===== config.mk =====
export PLATFORM = sky130hd
export DESIGN_NAME = cga_vram_isa_port
export DESIGN_NICKNAME = d
export VERILOG_FILES = /design/src/rtl/cga_pkg.sv /design/src/rtl/cga_strobe_sync.sv /design/src/rtl/cga_vram_isa_port.sv
export SDC_FILE = /design/constraint.sdc
export NUM_CORES = 1
export LEC_CHECK = 0
export BUFFER_PORTS_ARGS = -buffer_cell sky130_fd_sc_hd__buf_2
export CORE_ASPECT_RATIO = 1.4
export CORE_MARGIN = 8
export CORE_UTILIZATION = 45
export DETAILED_ROUTE_END_ITERATION = 12
export PLACE_DENSITY = 0.81
export SYNTH_ARGS = -nofsm -noshare
export SYNTH_HDL_FRONTEND = slang
export SYNTH_SLANG_ARGS = --single-unit

===== constraint.sdc =====
create_clock -name clk -period 4 [get_ports clk]
set_clock_uncertainty 0.05 [all_clocks]
set_input_delay 0.8 -clock clk [delete_from_list [all_inputs] [get_ports clk]]
set_output_delay 0.8 -clock clk [all_outputs]
set_load 0.005 [all_outputs]

===== src/rtl/cga_pkg.sv =====
// Shared definitions for the CGA VRAM ISA port: FSM states, VRAM width and
// the sequencer step numbers that bound the ISA access windows.
package cga_pkg;

  localparam int VRAM_ADDR_WIDTH = 14;

  // First and last sequencer steps on which an ISA operation may begin OP1.
  localparam int ISA_WIN0_START = 5;
  localparam int ISA_WIN0_END   = 14;
  localparam int ISA_WIN1_START = 21;
  localparam int ISA_WIN1_END   = 30;

  typedef enum logic [2:0] {
    IDLE,
    WAIT_SLOT,
    OP1,
    OP2,
    OP3,
    DONE
  } isa_state_e;

endpackage


===== src/rtl/cga_strobe_sync.sv =====
// N-stage synchronizer for an active-low asynchronous strobe, with a
// one-cycle pulse on the synchronized falling edge.
module cga_strobe_sync #(
  parameter int STAGES = 2
) (
  input  logic clk,
  input  logic reset,
  input  logic strobe_n,
  output logic sync_n,
  output logic fall
);

  logic [STAGES-1:0] chain;
  logic              prev_n;

  // Reset to the idle (high) level so a strobe held low across reset
  // release still produces an edge.
  always_ff @(posedge clk or posedge reset) begin
    if (reset) begin
      chain  <= '1;
      prev_n <= 1'b1;
    end else begin
      chain  <= {chain[STAGES-2:0], strobe_n};
      prev_n <= chain[STAGES-1];
    end
  end

  assign sync_n = chain[STAGES-1];
  assign fall   = prev_n & ~sync_n;

endmodule


===== src/rtl/cga_vram_isa_port.sv =====
// ISA MEMR/MEMW to VRAM bridge: waits for a sequencer slot, runs a 3-cycle
// VRAM access and holds IOCHRDY low meanwhile. ISA_WRITE_POST_EN adds a
// one-entry posted-write buffer.
module cga_vram_isa_port
  import cga_pkg::*;
#(
  parameter int ADDR_WIDTH  = VRAM_ADDR_WIDTH,
  parameter int SYNC_STAGES = 2
) (
  input  logic                  clk,
  input  logic                  reset,
  input  logic                  bus_memr_n,
  input  logic                  bus_memw_n,
  input  logic [ADDR_WIDTH-1:0] bus_a,
  input  logic [7:0]            bus_d_in,
  output logic [7:0]            bus_d_out,
  output logic                  bus_d_oe,
  output logic                  bus_rdy,
  input  logic                  isa_op_enable,
  output logic                  isa_active,
  output logic [ADDR_WIDTH-1:0] vram_addr,
  output logic [7:0]            vram_dout,
  input  logic [7:0]            vram_din,
  output logic                  vram_oe,
  output logic                  vram_we,
  output isa_state_e            dbg_state
);

  logic memr_n_s, memw_n_s, rd_req, wr_req;
  logic rd_start, wr_start, op_strobe_n;

  isa_state_e            state;
  logic                  op_read;
  logic [ADDR_WIDTH-1:0] op_addr;
  logic [7:0]            op_data;
`ifdef ISA_WRITE_POST_EN
  logic posted, pend_valid, pend_read;
`endif

  cga_strobe_sync #(.STAGES(SYNC_STAGES)) u_memr_sync (
    .clk      (clk),
    .reset    (reset),
    .strobe_n (bus_memr_n),
    .sync_n   (memr_n_s),
    .fall     (rd_req)
  );

  cga_strobe_sync #(.STAGES(SYNC_STAGES)) u_memw_sync (
    .clk      (clk),
    .reset    (reset),
    .strobe_n (bus_memw_n),
    .sync_n   (memw_n_s),
    .fall     (wr_req)
  );

  // A request only counts while the other strobe is high; both low is ignored.
  assign rd_start    = rd_req & memw_n_s;
  assign wr_start    = wr_req & memr_n_s;
  assign op_strobe_n = op_read ? memr_n_s : memw_n_s;
  assign dbg_state   = state;

  always_ff @(posedge clk or posedge reset) begin
    if (reset) begin
      state      <= IDLE;
      op_read    <= 1'b0;
      op_addr    <= '0;
      op_data    <= 8'h00;
      bus_rdy    <= 1'b1;
      bus_d_oe   <= 1'b0;
      bus_d_out  <= 8'h00;
      isa_active <= 1'b0;
      vram_oe    <= 1'b0;
      vram_we    <= 1'b0;
      vram_addr  <= '0;
      vram_dout  <= 8'h00;
`ifdef ISA_WRITE_POST_EN
      posted     <= 1'b0;
      pend_valid <= 1'b0;
      pend_read  <= 1'b0;
`endif
    end else begin
      case (state)
        IDLE: begin
          bus_d_oe <= 1'b0;
          if (rd_start) begin
            op_read <= 1'b1;
            op_addr <= bus_a;
            bus_rdy <= 1'b0;
            state   <= WAIT_SLOT;
          end else if (wr_start) begin
            op_read <= 1'b0;
            op_addr <= bus_a;
            op_data <= bus_d_in;
            state   <= WAIT_SLOT;
`ifdef ISA_WRITE_POST_EN
            posted  <= 1'b1;
`else
            bus_rdy <= 1'b0;
`endif
          end
        end
        WAIT_SLOT: begin
          if (isa_op_enable) begin
            state      <= OP1;
            isa_active <= 1'b1;
            vram_addr  <= op_addr;
            vram_oe    <= op_read;
            vram_dout  <= op_read ? 8'h00 : op_data;
          end
        end
        OP1: begin
          state   <= OP2;
          vram_we <= ~op_read;
        end
        OP2: begin
          state   <= OP3;
          vram_oe <= 1'b0;
          vram_we <= 1'b0;
        end
        OP3: begin
          isa_active <= 1'b0;
          vram_addr  <= '0;
          vram_dout  <= 8'h00;
          if (op_read) bus_d_out <= vram_din;
`ifdef ISA_WRITE_POST_EN
          // A drained posted write hands over straight to any waiting request.
          if (posted) begin
            posted     <= 1'b0;
            pend_valid <= 1'b0;
            if (pend_valid || rd_start || wr_start) begin
              op_read <= pend_valid ? pend_read : rd_start;
              op_addr <= bus_a;
              op_data <= bus_d_in;
              bus_rdy <= 1'b0;
              state   <= WAIT_SLOT;
            end else begin
              state <= IDLE;
            end
          end else
`endif
          begin
            bus_rdy <= 1'b1;
            if (op_strobe_n) begin
              state <= IDLE;
            end else begin
              state    <= DONE;
              bus_d_oe <= op_read;
            end
          end
        end
        DONE: begin
          if (op_strobe_n) begin
            state    <= IDLE;
            bus_d_oe <= 1'b0;
          end else begin
            bus_d_oe <= op_read;
          end
        end
        default: state <= IDLE;
      endcase
`ifdef ISA_WRITE_POST_EN
      if (posted && !pend_valid && (rd_start || wr_start) &&
          (state == WAIT_SLOT || state == OP1 || state == OP2)) begin
        pend_valid <= 1'b1;
        pend_read  <= rd_start;
        bus_rdy    <= 1'b0;
      end
`endif
    end
  end

endmodule

==> run metrics, run 1 <==
status=complete, no violations; Logic pwr share=32.2%; worst-margin pin slew=844 ps; port buffer count=72; root buffer cell=clkbuf_8; Max Root-Sink Buffers=2; Static Leak=1.57 nW; final wirelength=5310 µm; Iteration-0 DRC Markers=92; crit-path leading delay family=flip-flops; EDFF count, synth=0; antenna fix cells=0; Final ANT Viol Nets=0; post-synthesis cell type count=32; largest net degree at the start of global routing=43; Fin. Hold Viols=0; number of global-route vias before repair=1797; sequential share of power=47.5%; P per Cell Area=774 nW/µm²; register area=1690 µm²; CTS clock-pin slew for the worst setup and hold paths=70 ps; commonest non-fill, non-tap cell in the layout=buf_2; commonest non-fill, non-tap cells in the layout=buf_2 (72), dfrtp_1 (60), mux2_2 (22), a22o_1 (21), clkbuf_8 (12); Post-CTS Resized=0; CTS H-tree lvls=3; Power Internal=1.70 mW; met2 wire len=2500 µm; Setup-failing EPs final=0; warnings from Yosys=0; first-pass GRT wire length=9020 µm; Max Freq=479 MHz; fin. max-slew vios=0; Finished Core Util=57.7%; final net count=283; RSZ-0062 raised after global routing=no; Fillers=446; VDD IR max=329 µV; Ports=73; drt wl/cell=16.6 µm; # hold bufs at CTS=0; Crit Path Max Fanout=15; Vias=1658; Net Sw Frac=30.9%; DP Area=3010 µm²; Pre-Repair DR Iteration Count=4; Crit path arrival time=2250 ps; critical path endpoint category=register; Slowest-stage cell, CP=dfrtp_1; post-synthesis sequential area ratio=65.1%; worst endpoint required time=4160 ps; Die Height=106 µm; initial antenna violation count=0; GRT Overall Usage=13.6%; gr ovfl total=0; Via density=5.18; Hold Path Class=reg2reg; Clock Sinks=67; postcts setup bufs=0; WL met3=456 µm; #FFs+latches synth=67; Post-Route M1 WL=2290 µm; area grow syn2layout=23.0%; TritonCTS clock tree=yes; Top FF cell, synth=dfrtp_1; Mapped Area=2590 µm²; period utilization=52.2%; sw power=0.764 mW; CP Launch Type=register; post-route cell area=3190 µm²; Post-Route Setup TNS=0 ps; syn_area_per_cell=15.1 µm²; Post-synth ARST share=100%; Total Power=2.47 mW; clk_lat worst skew=330 ps; top layer reached by signal wires=met4; area of the die=8470 µm²; clock network power share=20.3%; Rows=32; worst hold margin=306 ps; fraction of layout cells with a size suffix above 1=52.4%; core region area=5530 µm²; Slew HR=43.6%; worst path bufs/invs=0; Initial Utilization=46.9%; CTS Buf Count=9; Max Cap Violations=0; synthesized instance count=172; routability cong.=0.771; DRC Markers=0; Tmin final=2090 ps; Crit Path Category=reg2reg; Chip Width=80.1 µm; Post-DP HPWL=3920 µm; crit-path max cell delay=520 ps; Post-Synthesis Net Count=207; worst path cell trace=or3_4 > a21oi_4 > mux2_2; multi-input logic area=840 µm²
==> state kept, by name (all words and copies together), names as in the netlist, 2 cells and up <==
| name | cells |
|---|---|
| u_memr_sync.chain | 2 |
| op_data | 8 |
| vram_addr | 14 |
| op_addr | 14 |
| dbg_state | 3 |
| bus_d_out | 8 |
| vram_dout | 8 |
| u_memw_sync.chain | 2 |
==> cells by family (layout without fill, tap and decap cells) <==
logic type             count (synthesis)  after routing  share of synthesized area, %
AND/OR/NAND/NOR                       23             23                          5.85
AO/OA/AOI/OAI                         35             35                          10.7
multiplexers                          32             32                          15.2
flip-flops                            67             67                          65.1
buffers and inverters                 15             95                          3.19
==> per-layer routing <==
layer | track usage, % | vias to the layer above
li1 | - | 774
met1 | 17.3 | 823
met2 | 19.7 | 55
met3 | 5.36 | 6
met4 | 6.14 | 0
met5 | 0 | -
==> cells in the mapped netlist, types with 3 or more instances <==
library cell  count  area (µm²)
a22o_1           21         184
dfstp_2           7         184
o21ai_0           3        15.0
mux2_2           22         248
nand2b_1          3        18.8
clkbuf_1          3        11.3
nor2_1            3        11.3
o22ai_1           4        25.0
mux2_4            9         135
inv_1             6        22.5
buf_2             3        15.0
dfrtp_1          60        1500
nand3b_1          4        30.0
==> final cells by class <==
cell class / instances / area share (%)
clock inverter: 2 / 0.314
clock buffer: 13 / 5.30
inverter: 6 / 0.707
multi-input combinational: 90 / 26.3
sequential: 67 / 52.9
timing repair buffer: 74 / 11.8
tap: 68 / 2.67
==> power groups by stage <==
stage                     Combinational (mW)  Clock [mW]  Sequential (mW)
after floorplan                        0.546           0             1.14
after global routing                   0.889       0.548             1.21
after detailed placement               0.812           0             1.18
after global placement                 0.778           0             1.17
after CTS                              0.813       0.516             1.17
final                                  0.796       0.501             1.17
==> worst reg2reg max path: stages, from the launching register on <==
cell,delay (ps)
dfrtp_1,520
or3_4,470
a21oi_4,530
mux2_2,400
==> path summary, 6_finish.rpt <==
kind                                 startpoint  cells after the start  slack (ps)              endpoint
setup / recovery                   dbg_state[1]                      3        1910           op_addr[10]
hold / removal             u_memw_sync.chain[0]                      0         310  u_memw_sync.chain[1]
setup reg to reg                   dbg_state[1]                      3        1910           op_addr[10]
hold reg to reg            u_memw_sync.chain[0]                      0         310  u_memw_sync.chain[1]
max in group asynchronous                 reset                      3        2450          vram_dout[6]
min in group asynchronous                 reset                      2         590            op_addr[0]
==> through the flow <==
| step | cells | setup slack, ps |
|---|---|---|
| finish | 320 | 1910 |
| global route | 320 | 1810 |
| detailed placement | 305 | 1290 |
| floorplan | 172 | 1480 |
| global placement | 305 | 1350 |
| CTS | 320 | 1640 |
(Power assumes the default switching activity.)
==> run 2, diff against run 1 <==
- PLACE_DENSITY: 0.81 -> 0.83
- clock period: 4 -> 1.8 ns (I/O delays scaled with it)
==> run metrics, run 2 (synthesis gave the netlist of run 1 again) <==
sequential share of power=45.7% (was 47.5%); Hold Path Class=in2reg (was reg2reg); Die Height=106 µm (unchanged); root buffer cell=clkbuf_8 (unchanged); area of the die=8470 µm² (unchanged); Post-DP HPWL=4010 µm (was 3920 µm); port buffer count=72 (unchanged); Static Leak=1.62 nW (was 1.57 nW); crit-path leading delay family=flip-flops (unchanged); crit-path max cell delay=440 ps (was 520 ps); register area=1690 µm² (unchanged); worst path cell trace=or3_4 > a21oi_4 > buf_12 > mux2_2 (was or3_4 > a21oi_4 > mux2_2); launch point of the worst path=dbg_state[1] (unchanged); Net Sw Frac=31.9% (was 30.9%); worst endpoint required time=1970 ps (was 4160 ps); multi-input logic area=838 µm² (was 840 µm²); sw power=1.77 mW (was 0.764 mW); Fillers=468 (was 446); DRC Markers=0 (unchanged); Post-Route Setup TNS=0 ps (unchanged); crit path to=op_addr[10] (unchanged); VDD IR max=823 µV (was 329 µV); period utilization=94.1% (was 52.2%); initial antenna violation count=0 (unchanged); fin. max-slew vios=0 (unchanged); Ports=73 (unchanged); Chip Width=80.1 µm (unchanged); P per Cell Area=1690 nW/µm² (was 774 nW/µm²); status=complete, no violations (unchanged); clk_lat worst skew=330 ps (about the same); commonest non-fill, non-tap cells in the layout=buf_2 (72), dfrtp_1 (60), mux2_2 (22), a22o_1 (21) (was buf_2 (72), dfrtp_1 (60), mux2_2 (22), a22o_1 (21), clkbuf_8 (12)); R2R Setup Slk=110 ps (was 1910 ps); routability cong.=0.762 (was 0.771); gr ovfl total=0 (unchanged); worst path bufs/invs=1 (was 0); RSZ-0062 raised after global routing=no (unchanged); clock network power share=19.0% (was 20.3%); Logic pwr share=35.3% (was 32.2%); Crit Path Max Fanout=15 (unchanged); Total Power=5.55 mW (was 2.47 mW); Fin. Hold Viols=0 (unchanged); DP Area=3110 µm² (was 3010 µm²); Max Cap Violations=0 (unchanged); GRT Overall Usage=13.9% (was 13.6%); Top Registers=op_addr x14, vram_addr x14 (unchanged); commonest non-fill, non-tap cell in the layout=buf_2 (unchanged); fraction of layout cells with a size suffix above 1=54.2% (was 52.4%); Initial Utilization=46.9% (unchanged); Pre-Repair DR Iteration Count=4 (unchanged); final net count=292 (was 283); Tmin final=1690 ps (was 2090 ps); CP Launch Type=register (unchanged); Via density=5.10 (was 5.18); drt wl/cell=16.5 µm (was 16.6 µm); final wirelength=5440 µm (was 5310 µm); largest net degree at the start of global routing=33 (was 43); Max Root-Sink Buffers=2 (unchanged); critical path endpoint category=register (unchanged); CTS Buf Count=9 (unchanged); Max Freq=591 MHz (was 479 MHz); Final ANT Viol Nets=0 (unchanged); Slowest-stage cell, CP=dfrtp_1 (unchanged); post-route cell area=3290 µm² (was 3190 µm²); Crit path arrival time=1860 ps (was 2250 ps); number of global-route vias before repair=1930 (was 1797); Reg2Reg Depth=4 (was 3); Iteration-0 DRC Markers=71 (was 92); Clock Sinks=67 (unchanged); Slew HR=72.9% (was 43.6%); antenna fix cells=0 (unchanged); Power Internal=3.78 mW (was 1.70 mW); core region area=5530 µm² (unchanged); Crit Path Category=reg2reg (unchanged); CTS H-tree lvls=3 (unchanged); area grow syn2layout=26.9% (was 23.0%); CTS clock-pin slew for the worst setup and hold paths=70 ps (about the same); Vias=1684 (was 1658); reg2reg start=dbg_state[1] (unchanged); Rows=32 (unchanged); Setup-failing EPs final=0 (unchanged); TritonCTS clock tree=yes (unchanged); worst-margin pin slew=406 ps (was 844 ps); FF-to-FF End=op_addr[10] (unchanged); first-pass GRT wire length=9200 µm (was 9020 µm); WP depth=4 (was 3)
[run 2: cell count changes in the layout (fill, tap and decap cells not counted), sizes merged]
cell	change
clkinv	+4
buf	+8
clkinvlp	+2
dlygate4sd3	+1
inv	-1
clkbuf	-4
[run 2: power groups by stage]
stage	clock network (mW)	registers (mW)	logic, mW
6_report	1.06	2.54	1.96
5_1_grt	1.15	2.62	2.16
4_1_cts	1.08	2.54	2.00
3_5_place_dp	0	2.55	1.99
3_3_place_gp	0	2.52	1.91
2_1_floorplan	0	2.52	1.21
[run 2: stage by stage]
stage          utilization, %  instances  hold WS [ps]  worst slack (ps)
2_1_floorplan               -        172           295              13.2
3_3_place_gp             56.2        313           296               137
3_5_place_dp             56.2        313           298               111
4_1_cts                  59.5        330          59.7               101
5_1_grt                  59.5        330          57.7              57.4
6_report                 59.5        330          80.2               107
[run 2: worst min path at each step]
stage	start	to	slack, ps	cells after the start
global placement	u_memw_sync.chain[0]	u_memw_sync.chain[1]	300	0
finish	bus_memw_n	u_memw_sync.chain[0]	80	1
detailed placement	u_memr_sync.chain[0]	u_memr_sync.chain[1]	300	0
global route	bus_memr_n	u_memr_sync.chain[0]	60	1
floorplan	u_memr_sync.chain[0]	u_memr_sync.chain[1]	300	0
CTS	bus_memr_n	u_memr_sync.chain[0]	60	1
[run 2: repair_timing]
action | CTS | global route
hold buffers | 1 | 0
buffers inserted | 0 | 0
hold endpoints to repair | 13 | 0
endpoints found under the setup margin | 0 | 8
gates resized for setup | 0 | 1
[run 2: worst reg2reg max path, stage by stage, from the launching register on]
cell	delay [ps]
dfrtp_1	440
or3_4	430
a21oi_4	150
buf_12	170
mux2_2	340
[run 2: final cells by class]
cell class	count	share of cell area (%)
Multi-Input combinational cell	90	25.5
Timing Repair Buffer	83	14.7
Tap cell	68	2.59
Clock buffer	9	3.77
Clock inverter	7	1.37
Inverter	6	0.799
Sequential cell	67	51.3
[run 2: per-layer routing]
layer	GRT usage (%)	wire length [µm]
met5	0	0
met4	7.05	59
met3	5.70	471
met2	21.7	2700
met1	15.7	2210
==> run 3, diff against run 2 <==
- GPL_TIMING_DRIVEN: not set -> 0
==> run metrics, run 3 (synthesis gave the netlist of run 1 again) <==
status=complete, no violations (unchanged); antenna fix cells=0 (unchanged); GRT Overall Usage=13.4% (was 13.9%); gr ovfl total=0 (unchanged); P per Cell Area=1730 nW/µm² (was 1690 nW/µm²); critical path endpoint category=register (unchanged); initial antenna violation count=0 (unchanged); CTS Buf Count=9 (unchanged); Top Registers=op_addr x14, vram_addr x14 (unchanged); Max Root-Sink Buffers=2 (unchanged); Chip Width=80.1 µm (unchanged); post-route cell area=3320 µm² (was 3290 µm²); Fillers=444 (was 468); CTS H-tree lvls=3 (unchanged); Post-DP HPWL=3830 µm (was 4010 µm); area grow syn2layout=28.3% (was 26.9%); VDD IR max=987 µV (was 823 µV); Via density=5.04 (was 5.10); final wirelength=5500 µm (was 5440 µm); Setup-failing EPs final=0 (unchanged); Rows=32 (unchanged); Fin. Hold Viols=0 (unchanged); commonest non-fill, non-tap cell in the layout=buf_2 (unchanged); core region area=5530 µm² (unchanged); Vias=1679 (was 1684); worst endpoint required time=1960 ps (was 1970 ps); TritonCTS clock tree=yes (unchanged); drt wl/cell=16.5 µm (about the same); fraction of layout cells with a size suffix above 1=55.1% (was 54.2%); worst hold margin=16.5 ps (was 80.2 ps); largest net degree at the start of global routing=68 (was 33); CTS clock-pin slew for the worst setup and hold paths=70 ps (about the same); Hold Path Class=in2async (was in2reg); non-filler instance count after layout=333 (was 330); met2 wire len=2720 µm (was 2700 µm); Final ANT Viol Nets=0 (unchanged); Ports=73 (unchanged); port buffer count=72 (unchanged); Static Leak=1.65 nW (was 1.62 nW); Placement Setup Slack=-111 ps (was 111 ps); CP Launch Type=register (unchanged); worst-margin pin slew=538 ps (was 406 ps); Tmin final=1790 ps (was 1690 ps); Crit path arrival time=1960 ps (was 1860 ps); DRC Markers=0 (unchanged); Die Height=106 µm (unchanged); Post-Route Setup TNS=0 ps (unchanged); Max Freq=558 MHz (was 591 MHz); root buffer cell=clkbuf_8 (unchanged); period utilization=99.5% (was 94.1%); final worst slack=9.43 ps (was 107 ps); register area=1690 µm² (about the same); multi-input logic area=842 µm² (was 838 µm²); WL met3=456 µm (was 471 µm); Total Power=5.76 mW (was 5.55 mW); Clock Sinks=67 (unchanged); Placed Cells=312 (was 313); Crit Path Max Fanout=10 (was 15); Iteration-0 DRC Markers=44 (was 71); area of the die=8470 µm² (unchanged); Initial Utilization=46.9% (unchanged); RSZ-0062 raised after global routing=yes (was no); final net count=295 (was 292); Slew HR=64.0% (was 72.9%); number of global-route vias before repair=1809 (was 1930); Pre-Repair DR Iteration Count=4 (unchanged); top layer reached by signal wires=met4 (unchanged); Max Cap Violations=0 (unchanged); Post-Route M1 WL=2280 µm (was 2210 µm); Crit Path Category=reg2reg (unchanged); clk_lat worst skew=330 ps (about the same); first-pass GRT wire length=8890 µm (was 9200 µm); Finished Core Util=60.1% (was 59.5%); fin. max-slew vios=0 (unchanged); DP Area=3040 µm² (was 3110 µm²); routability cong.=0.817 (was 0.762); commonest non-fill, non-tap cells in the layout=buf_2 (74), dfrtp_1 (59), a22o_1 (21), mux2_2 (18), mux2_4 (13) (was buf_2 (72), dfrtp_1 (60), mux2_2 (22), a22o_1 (21))
run 3: routing by layer:
| metal | up-vias | GRT usage (%) |
|---|---|---|
| met5 | - | 0 |
| met4 | 0 | 4.70 |
| li1 | 793 | - |
| met3 | 4 | 6.46 |
| met1 | 830 | 15.5 |
| met2 | 52 | 20.8 |
run 3: worst max-delay path: stages (launching register included):
cell and delay, ps:
dfrtp_1 390, buf_6 140, or3_4 430, a21oi_4 170, buf_8 180, mux2_4 310
run 3: path summary, 6_finish.rpt:
| path | start | to | slack [ps] | cells after the start |
|---|---|---|---|---|
| max in group asynchronous | reset | bus_rdy | 1030 | 3 |
| hold / removal | reset | op_addr[4] | 20 | 2 |
| setup reg to reg | dbg_state[0] | op_addr[5] | 9 | 5 |
| min in group clk | bus_memr_n | u_memr_sync.chain[0] | 70 | 1 |
| hold reg to reg | u_memw_sync.chain[0] | u_memw_sync.chain[1] | 300 | 0 |
| setup / recovery | dbg_state[0] | op_addr[5] | 9 | 5 |
run 3: timing repair:
action,4_1_cts,5_1_grt
hold buffers,0,0
pin swaps,0,1
endpoints found under the hold margin,0,0
gates resized for setup,4,9
endpoints found under the setup margin,37,37
buffers inserted,1,3
run 3: power breakdown:
group	total [mW]	switching (mW)	internal, mW	leakage, nW
Combinational	1.98	0.843	1.14	0.728
Sequential	2.54	0.377	2.16	0.823
Clock	1.23	0.558	0.676	0.102
run 3: area by class of cell:
cell class	count	area share [%]
Sequential cell	67	50.8
Multi-Input combinational cell	90	25.3
Timing Repair Buffer	77	12.5
Clock buffer	10	4.14
Tap cell	68	2.56
Buffer	9	2.00
Clock inverter	6	1.96
Inverter	6	0.791
